$ cat src/rtl/uart_pkg.sv
// uart_pkg: shared state type, parity encoding and parity helper for the UART transmitter
package uart_pkg;
  typedef enum logic [2:0] {IDLE, START, DATA, PARITY, STOP} uart_tx_state_t;
  localparam logic PAR_EVEN = 1'b0;
  localparam logic PAR_ODD  = 1'b1;
  function automatic logic calc_parity(input logic [8:0] data, input logic odd);
    return (^data) ^ (odd ? PAR_ODD : PAR_EVEN);
  endfunction
endpackage

$ cat src/rtl/uart_tx_fifo.sv
// uart_tx_fifo: synchronous FIFO holding words waiting for transmission
module uart_tx_fifo #(
  parameter int W = 8,
  parameter int DEPTH = 4,
  localparam int AW = $clog2(DEPTH)
) (
  input  logic         clk,
  input  logic         rst_n,
  input  logic         push,
  input  logic         pop,
  input  logic [W-1:0] din,
  output logic [W-1:0] dout,
  output logic         full,
  output logic         empty,
  output logic [AW:0]  count
);
  logic [W-1:0] mem_q [DEPTH];
  logic [AW-1:0] wr_q, rd_q;
  logic [AW:0] cnt_q;
  logic do_push, do_pop;
  assign full = cnt_q == (AW+1)'(DEPTH);
  assign empty = cnt_q == '0;
  assign do_push = push && !full;
  assign do_pop = pop && !empty;
  assign dout = mem_q[rd_q];
  assign count = cnt_q;
  // storage is not reset; pointers and count alone define what is valid
  always_ff @(posedge clk)
    if (do_push) mem_q[wr_q] <= din;
  // pointer and occupancy bookkeeping; power-of-2 depth makes pointers wrap naturally
  always_ff @(posedge clk) begin
    if (!rst_n) begin
      wr_q <= '0;
      rd_q <= '0;
      cnt_q <= '0;
    end else begin
      wr_q <= wr_q + AW'(do_push);
      rd_q <= rd_q + AW'(do_pop);
      cnt_q <= cnt_q + (AW+1)'(do_push) - (AW+1)'(do_pop);
    end
  end
endmodule

$ cat src/rtl/uart_tx_fifo_cfg.sv
// uart_tx_fifo_cfg: buffered UART transmitter with runtime baud, parity and stop-bit config
module uart_tx_fifo_cfg
  import uart_pkg::*;
#(
  parameter int DATA_W = 8,
  parameter int BAUD_W = 16,
  parameter int FIFO_DEPTH = 4,
  localparam int CW = $clog2(FIFO_DEPTH) + 1
) (
  input  logic              clk,
  input  logic              rst_n,
  input  logic              tx_valid,
  input  logic [DATA_W-1:0] tx_data,
  output logic              tx_ready,
  input  logic [BAUD_W-1:0] baud,
  input  logic              parity_en,
  input  logic              parity_odd,
  input  logic              two_stop,
  output logic              TX,
  output logic              tx_busy,
  output logic              tx_done,
  output logic [CW-1:0]     fifo_cnt
);
  uart_tx_state_t state_q;
  logic [DATA_W-1:0] sh_q, fifo_dout;
  logic [BAUD_W-1:0] baud_q, cnt_q;
  logic [3:0] bit_q;
  logic par_en_q, par_q, two_q, tx_q, done_q, full, empty, tick, stop_end, load;
  uart_tx_fifo #(.W(DATA_W), .DEPTH(FIFO_DEPTH)) u_fifo (
    .clk(clk), .rst_n(rst_n), .push(tx_valid), .pop(load), .din(tx_data),
    .dout(fifo_dout), .full(full), .empty(empty), .count(fifo_cnt)
  );
  assign tx_ready = !full;
  assign TX = tx_q;
  assign tx_done = done_q;
  assign tx_busy = state_q != IDLE;
  // bit boundary, last stop bit, and frame start (from idle or straight after a stop bit)
  always_comb begin
    tick = cnt_q == baud_q;
    stop_end = state_q == STOP && tick && bit_q == 4'(two_q);
    load = !empty && (state_q == IDLE || stop_end);
  end
  // frame sequencer: config is latched at frame start so mid-frame changes are ignored
  always_ff @(posedge clk) begin
    done_q <= 1'b0;
    if (!rst_n) begin
      state_q <= IDLE;
      tx_q <= 1'b1;
      cnt_q <= '0;
      bit_q <= '0;
      sh_q <= '0;
      baud_q <= '0;
      par_en_q <= 1'b0;
      par_q <= 1'b0;
      two_q <= 1'b0;
    end else if (load) begin
      state_q <= START;
      tx_q <= 1'b0;
      cnt_q <= '0;
      bit_q <= '0;
      sh_q <= fifo_dout;
      baud_q <= baud;
      par_en_q <= parity_en;
      par_q <= calc_parity(9'(fifo_dout), parity_odd);
      two_q <= two_stop;
      done_q <= stop_end;
    end else if (state_q != IDLE) begin
      cnt_q <= tick ? '0 : cnt_q + BAUD_W'(1);
      if (tick) begin
        case (state_q)
          START: begin
            state_q <= DATA;
            tx_q <= sh_q[0];
            bit_q <= '0;
          end
          DATA: begin
            if (bit_q == 4'(DATA_W - 1)) begin
              state_q <= par_en_q ? PARITY : STOP;
              tx_q <= par_en_q ? par_q : 1'b1;
              bit_q <= '0;
            end else begin
              sh_q <= sh_q >> 1;
              tx_q <= sh_q[1];
              bit_q <= bit_q + 4'd1;
            end
          end
          PARITY: begin
            state_q <= STOP;
            tx_q <= 1'b1;
            bit_q <= '0;
          end
          STOP: begin
            tx_q <= 1'b1;
            bit_q <= bit_q + 4'd1;
            if (stop_end) begin
              state_q <= IDLE;
              done_q <= 1'b1;
            end
          end
          default: ;
        endcase
      end
    end
  end
endmodule

$ cat config.mk
export PLATFORM = sky130hd
export DESIGN_NAME = uart_tx_fifo_cfg
export DESIGN_NICKNAME = d
export VERILOG_FILES = /design/src/rtl/uart_pkg.sv /design/src/rtl/uart_tx_fifo.sv /design/src/rtl/uart_tx_fifo_cfg.sv
export SDC_FILE = /design/constraint.sdc
export NUM_CORES = 1
export LEC_CHECK = 0
export ABC_CLOCK_PERIOD_IN_PS = 3000
export CELL_PAD_IN_SITES_DETAIL_PLACEMENT = 0
export CELL_PAD_IN_SITES_GLOBAL_PLACEMENT = 1
export CORE_MARGIN = 1.5
export CORE_UTILIZATION = 40
export CTS_CLUSTER_SIZE = 28
export DETAILED_ROUTE_END_ITERATION = 12
export PLACE_DENSITY_LB_ADDON = 0.1
export RECOVER_POWER = 25
export SYNTH_ARGS = -nofsm -noshare
export SYNTH_HDL_FRONTEND = slang
export SYNTH_HIERARCHICAL = 1
export SYNTH_SLANG_ARGS = --single-unit
$ cat constraint.sdc
create_clock -name clk -period 3 [get_ports clk]
set_input_delay 0.6 -clock clk [delete_from_list [all_inputs] [get_ports clk]]
set_output_delay 0.6 -clock clk [all_outputs]
set_load 0.01 [all_outputs]
==> results.cfg, run 1 <==
[detailed_routing]
first_iter_violations = 99
drc_errors = 0
vias_per_cell = 4.97
drtAntennaViolNets = 0
num_vias = 2863
wl_mm = 8.25
wl_per_cell_um = 14.3
drt_pre_antenna_iters = 4

[sta]
slew_headroom = 0.541
fin_crit_sh = 0.918
skew_ps = 13.6
final-setup-viol-count = 0
fin_crit_ps = 2750
finalHoldViolCount = 0
worst_slew_pin_slew_ps = 685
slew_viol_final = 0
fin_setup_tns_ps = 0
hold_slack_ps = 505
rsz0062_at_grt = no
setup_slack_ps = 246
max_freq_ghz = 0.363

[placement]
globalplace.congestion = 0.764
dp_slack_ps = 288
io_buffer_count = 36
dp_hpwl_mm = 5.80

[clocking]
cts_tree = built
clkLatencyLatePin_ps = 360
cts_setup_buffers = 0
cts_buffers = 9
clock-sinks = 91
path_clk_slew_ps = 100
cts_max_path_buffers = 2
cts_resized = 0
htreeDepth = 3
postCtsHoldBufs = 0
cts_root_buf = clkbuf_8

[floorplanning]
dieWidth_um = 105
fp.coreArea_um2 = 10200
die_area_um2 = 11100
rows = 37
ios = 37
start_util = 0.409
die_y_um = 105

[global_route]
grt_overflow = 0
grt_pass1_vias = 2762
grt_max_degree = 39
grt_use_total = 0.163
grt_pass1_wl_mm = 14.1
antenna_found_initial = 0

[power_and_ir_drop]
intPower_mw = 2.65
p_sw_frac = 0.370
power_density_nw_per_um2 = 843
p_switching_mw = 1.55
p_seq_frac = 0.395
cellLeakagePower_nw = 1.87
clkPwrFrac = 0.198
peakVddDrop_mv = 0.363
total_power_mw = 4.20
comb_power_share = 0.407

[min_path]
worstHoldPathCells = 1
hold_class = reg2reg
min_from = par_q
holdPathEnd = par_q

[setup_path]
worstPathArrival_ps = 2150
r2r_end = u_fifo/count[2]
slowest_stage = clkdlybuf4s50_1
path_max_fanout = 12
reg2reg_slack_ps = 270
critPathMaxStageDelay_ps = 570
cp-end-kind = output pin
required_ps = 2400
path_class = reg2out
cp_cell_sequence = nor3_1 -> clkinv_1 -> clkdlybuf4s50_1
crit-reg2reg-launch = cnt_q[3]
crit_path_start_kind = flip-flop
reg2reg_depth = 11

[logic_synthesis]
synthesis.instances = 386
synth_seq_area_share = 0.511
synthArstFlopShare = 0
synthDistinctLibCells = 53
ys_warn_count = 6
syn_area_um2 = 4190
synth-edff-count = 32
synth_ff_type = dfxtp_1
synth_nets = 421
syn_avg_cell_area_um2 = 10.9
ys_seq_elements = 91

[finish]
fillCellCount = 979
fin_nets = 470
drive_gt1_frac = 0.120
diodes = 0
syn_to_final_growth_pct = 19.0
layout_common_cells = dfxtp_1 (59), nor2_1 (39), edfxtp_1 (32)
final_common_cell = dfxtp_1
multi_input_area_um2 = 1940
seqCellArea_um2 = 2140

[flow_run]
maxCapViolCount = 0

[outcome]
status = complete, no violations
==> cell usage after synthesis (2+ instances only) <==
cell type | number | area [um^2]
a211oi_1 | 7 | 52.6
a21oi_1 | 8 | 40.0
a2bb2oi_1 | 2 | 17.5
a31oi_1 | 2 | 12.5
and2_1 | 7 | 43.8
and3_1 | 5 | 31.3
buf_2 | 3 | 15.0
buf_6 | 2 | 22.5
clkbuf_1 | 9 | 33.8
dfxtp_1 | 59 | 1180
edfxtp_1 | 32 | 961
ha_1 | 4 | 50.1
inv_1 | 4 | 15.0
mux2i_1 | 20 | 200
mux4_2 | 8 | 180
nand2_1 | 23 | 86.3
nand2b_4 | 2 | 27.5
nand3_1 | 5 | 25.0
nand3b_1 | 2 | 15.0
nand4_1 | 8 | 50.1
nor2_1 | 39 | 146
nor2b_1 | 23 | 144
nor3_1 | 14 | 70.1
nor3b_1 | 2 | 15.0
nor4_1 | 5 | 31.3
o211ai_1 | 2 | 15.0
o21ai_0 | 18 | 90.1
or4_1 | 2 | 15.0
xnor2_1 | 15 | 131
xor2_1 | 31 | 272
==> per-layer routing <==
metal  global-route usage  share of wire
met3               0.0421          0.030
met5                    0              0
met4               0.0382         0.0064
met1                0.234           0.53
met2                0.246           0.43
==> cell families after synthesis <==
family,share of synthesized area
DFF,0.511
muxes,0.0908
and+or+nand+nor,0.181
buffers and inverters,0.0263
adders and majority gates,0.0167
AOI/OAI and AO/OA,0.0774
xor gates and xnor gates,0.0962
==> flip-flops by register name, indices dropped and copies added (netlist names) <==
signal        flops
TX                1
baud_q           16
bit_q             4
cnt_q            16
par_en_q          1
par_q             1
sh_q              8
state_q           3
two_q             1
tx_done           1
u_fifo/count      3
u_fifo/mem_q     32
u_fifo/rd_q       2
u_fifo/wr_q       2
==> critical path: cells and delay by family, from the launching register on <==
kind | cells | cell delay, ps
buffers and inverters | 2 | 920
flip-flops | 1 | 450
AND/OR/NAND/NOR | 1 | 430
==> how the worst max path moves through the flow <==
| stage | slack, ps | cells after the start | end | startpoint |
|---|---|---|---|---|
| after floorplan | 50 | 12 | u_fifo/count[2] | bit_q[0] |
| final | 250 | 3 | tx_busy | state_q[0] |
| after detailed placement | 290 | 11 | u_fifo/count[2] | cnt_q[3] |
| after global routing | 40 | 3 | tx_busy | state_q[0] |
| after CTS | 240 | 3 | tx_busy | state_q[0] |
| after global placement | 330 | 11 | u_fifo/count[2] | cnt_q[3] |
==> power by group through the flow <==
stage               clock [mW]  sequential [mW]  combinational, mW
finish                   0.831             1.66               1.71
global route             0.915             1.69               1.92
CTS                      0.866             1.66               1.73
detailed placement           0             1.69               1.72
global placement             0             1.69               1.72
floorplan                    0             1.66               1.28
==> final cells by class <==
class / count / area share
Sequential cell: 91 / 0.430
Multi-Input combinational cell: 272 / 0.390
Timing Repair Buffer: 55 / 0.101
Tap cell: 136 / 0.0341
Clock buffer: 9 / 0.0249
Clock inverter: 7 / 0.0158
Inverter: 6 / 0.00452
==> metrics by stage <==
stage | cell area (um^2) | utilization | instances
2_1_floorplan | 4190 | - | 386
3_3_place_gp | 4780 | 0.467 | 560
3_5_place_dp | 4780 | 0.467 | 560
4_1_cts | 4980 | 0.487 | 576
5_1_grt | 4980 | 0.487 | 576
6_report | 4980 | 0.487 | 576
Power figures use the tool's default switching activity.
==> run 2, diff against run 1 <==
--- a/config.mk
+++ b/config.mk
@@ -9,11 +9,12 @@
 export CELL_PAD_IN_SITES_DETAIL_PLACEMENT = 0
 export CELL_PAD_IN_SITES_GLOBAL_PLACEMENT = 1
 export CORE_MARGIN = 1.5
-export CORE_UTILIZATION = 40
+export CORE_UTILIZATION = 41
 export CTS_CLUSTER_SIZE = 28
 export DETAILED_ROUTE_END_ITERATION = 12
 export PLACE_DENSITY_LB_ADDON = 0.1
 export RECOVER_POWER = 25
+export SKIP_CTS_REPAIR_TIMING = 1
 export SYNTH_ARGS = -nofsm -noshare
 export SYNTH_HDL_FRONTEND = slang
 export SYNTH_HIERARCHICAL = 1
==> run 2 against run 1 <==
Design area decreased by 0.28%. Critical path depth increased by 8. Sequential power about the same. Non-clock buffer count increased by 1. Via count increased by 1.1%. Clock skew increased by 1.8 ps. Final cell count decreased by 0.35%. Total power decreased by 0.76%. Combinational power about the same. First-iteration DRC count increased by 38%. Critical path type is now reg2reg. Critical endpoint is now u_fifo/count[2]. Largest cell class unchanged. Highest routed layer unchanged.
==> results.cfg, run 2 (synthesized netlist as in run 1, its figures left out) <==
[power_and_ir_drop]
peakVddDrop_mv = 0.320
cellLeakagePower_nw = 1.87
power_density_nw_per_um2 = 839

[setup_path]
reg2reg_slack_ps = 230
path_depth = 11
cp_cell_sequence = xor2_1 -> nor4_2 -> nand4_1 -> o21ai_2 -> o31ai_2 -> xnor2_1 -> ha_1 -> fa_1 -> xor2_1 -> and2_1 -> o21a_1
cp_common_cell = xor2_1
critical-path-top-delay-family = simple AND/OR/NAND/NOR gates
cp-end-kind = flip-flop
reg2reg_depth = 11
path_max_fanout = 5
path_class = reg2reg
worstPathArrival_ps = 3030
crit_path_start_kind = flip-flop
required_ps = 3260
critPathMaxStageDelay_ps = 380
slowest_stage = fa_1
path_buf_inv = 0

[global_route]
grt_use_total = 0.169
grt_pass1_vias = 2912
grt_use_met2 = 0.253
grt_max_degree = 24
grt_pass1_wl_mm = 14.3
grt_overflow = 0
use_met1 = 0.235
grtUsageMet3 = 0.0282
antenna_found_initial = 0
busiest_layer = met2

[clocking]
cts_max_path_buffers = 2
cts_root_buf = clkbuf_8
path_clk_slew_ps = 100
cts_buffers = 9
htreeDepth = 3
clkLatencyLatePin_ps = 370
cts_tree = built
clock-sinks = 91

[floorplanning]
die_area_um2 = 10800
dieWidth_um = 104
fp.coreArea_um2 = 9860
start_util = 0.425
die_y_um = 104
ios = 37
rows = 36

[detailed_routing]
wl_per_cell_um = 14.5
first_iter_violations = 137
drtAntennaViolNets = 0
wl_mm = 8.34
vias_per_cell = 5.04
drt_pre_antenna_iters = 4
num_vias = 2894
drc_errors = 0

[placement]
dp_hpwl_mm = 5.86
placed_cell_area_um2 = 4780
globalplace.congestion = 0.767
io_buffer_count = 36

[min_path]
hold_class = reg2reg
worstHoldPathCells = 1

[finish]
syn_to_final_growth_pct = 18.6
design_area_um2 = 4970
layout_common_cells = dfxtp_1 (59), nor2_1 (39), edfxtp_1 (32)
largest_reg_flops = 32
multi_input_area_um2 = 1940
fin_nets = 471
reg_top3 = u_fifo/mem_q: 32 flops, baud_q: 16 flops, cnt_q: 16 flops
drive_gt1_frac = 0.118
diodes = 0
regMostFlops = u_fifo/mem_q
final_common_cell = dfxtp_1
seqCellArea_um2 = 2140
fin_util = 0.504
fillCellCount = 909

[sta]
skew_ps = 15.4
worst_slew_pin_slew_ps = 700
fin_setup_tns_ps = 0
slew_viol_final = 0
max_freq_ghz = 0.361
fin_crit_sh = 0.925
fin_crit_ps = 2770
rsz0062_at_grt = no
slew_headroom = 0.531
finalHoldViolCount = 0
final-setup-viol-count = 0

[flow_run]
maxCapViolCount = 0

[outcome]
status = complete, no violations
run 2: worst register-to-register path: stages (launching register included):
cell	delay, ps
dfxtp_1	360
xor2_1	190
nor4_2	370
nand4_1	230
o21ai_2	210
o31ai_2	130
xnor2_1	140
ha_1	200
fa_1	380
xor2_1	160
and2_1	160
o21a_1	160
run 2: worst paths after layout:
check / to / startpoint
setup / recovery: u_fifo/count[2] / bit_q[0]
hold / removal: par_q / par_q
setup reg to reg: u_fifo/count[2] / bit_q[0]
hold reg to reg: par_q / par_q
run 2: through the flow:
stage                     hold slack [ps]  setup slack (ps)  total power, mW  instances
after floorplan                       463              48.4             2.93        386
final                                 520               226             4.17        574
after CTS                             521               221             4.23        574
after global placement                482               272             3.40        558
after detailed placement              491               247             3.41        558
after global routing                  558              33.9             4.49        574
run 2: cell type report:
| cell class | count | area share |
|---|---|---|
| inverters | 6 | 0.00453 |
| clock inverters | 6 | 0.0116 |
| clock buffers | 10 | 0.0257 |
| multi-input cells | 272 | 0.391 |
| flip-flops and latches | 91 | 0.431 |
| well taps | 133 | 0.0335 |
| repair buffers | 56 | 0.103 |
run 2: power by group:
| part | switching [mW] | internal, mW | total (mW) |
|---|---|---|---|
| combinational | 0.917 | 0.799 | 1.72 |
| sequential | 0.135 | 1.51 | 1.64 |
| clock | 0.428 | 0.380 | 0.808 |
| total | 1.48 | 2.69 | 4.17 |
run 2: metal layers:
layer | wire, um | vias up
met2 | 3700 | 44
li1 | - | 1470
met5 | 0 | -
met4 | 172 | 0
met1 | 4220 | 1368
met3 | 252 | 12
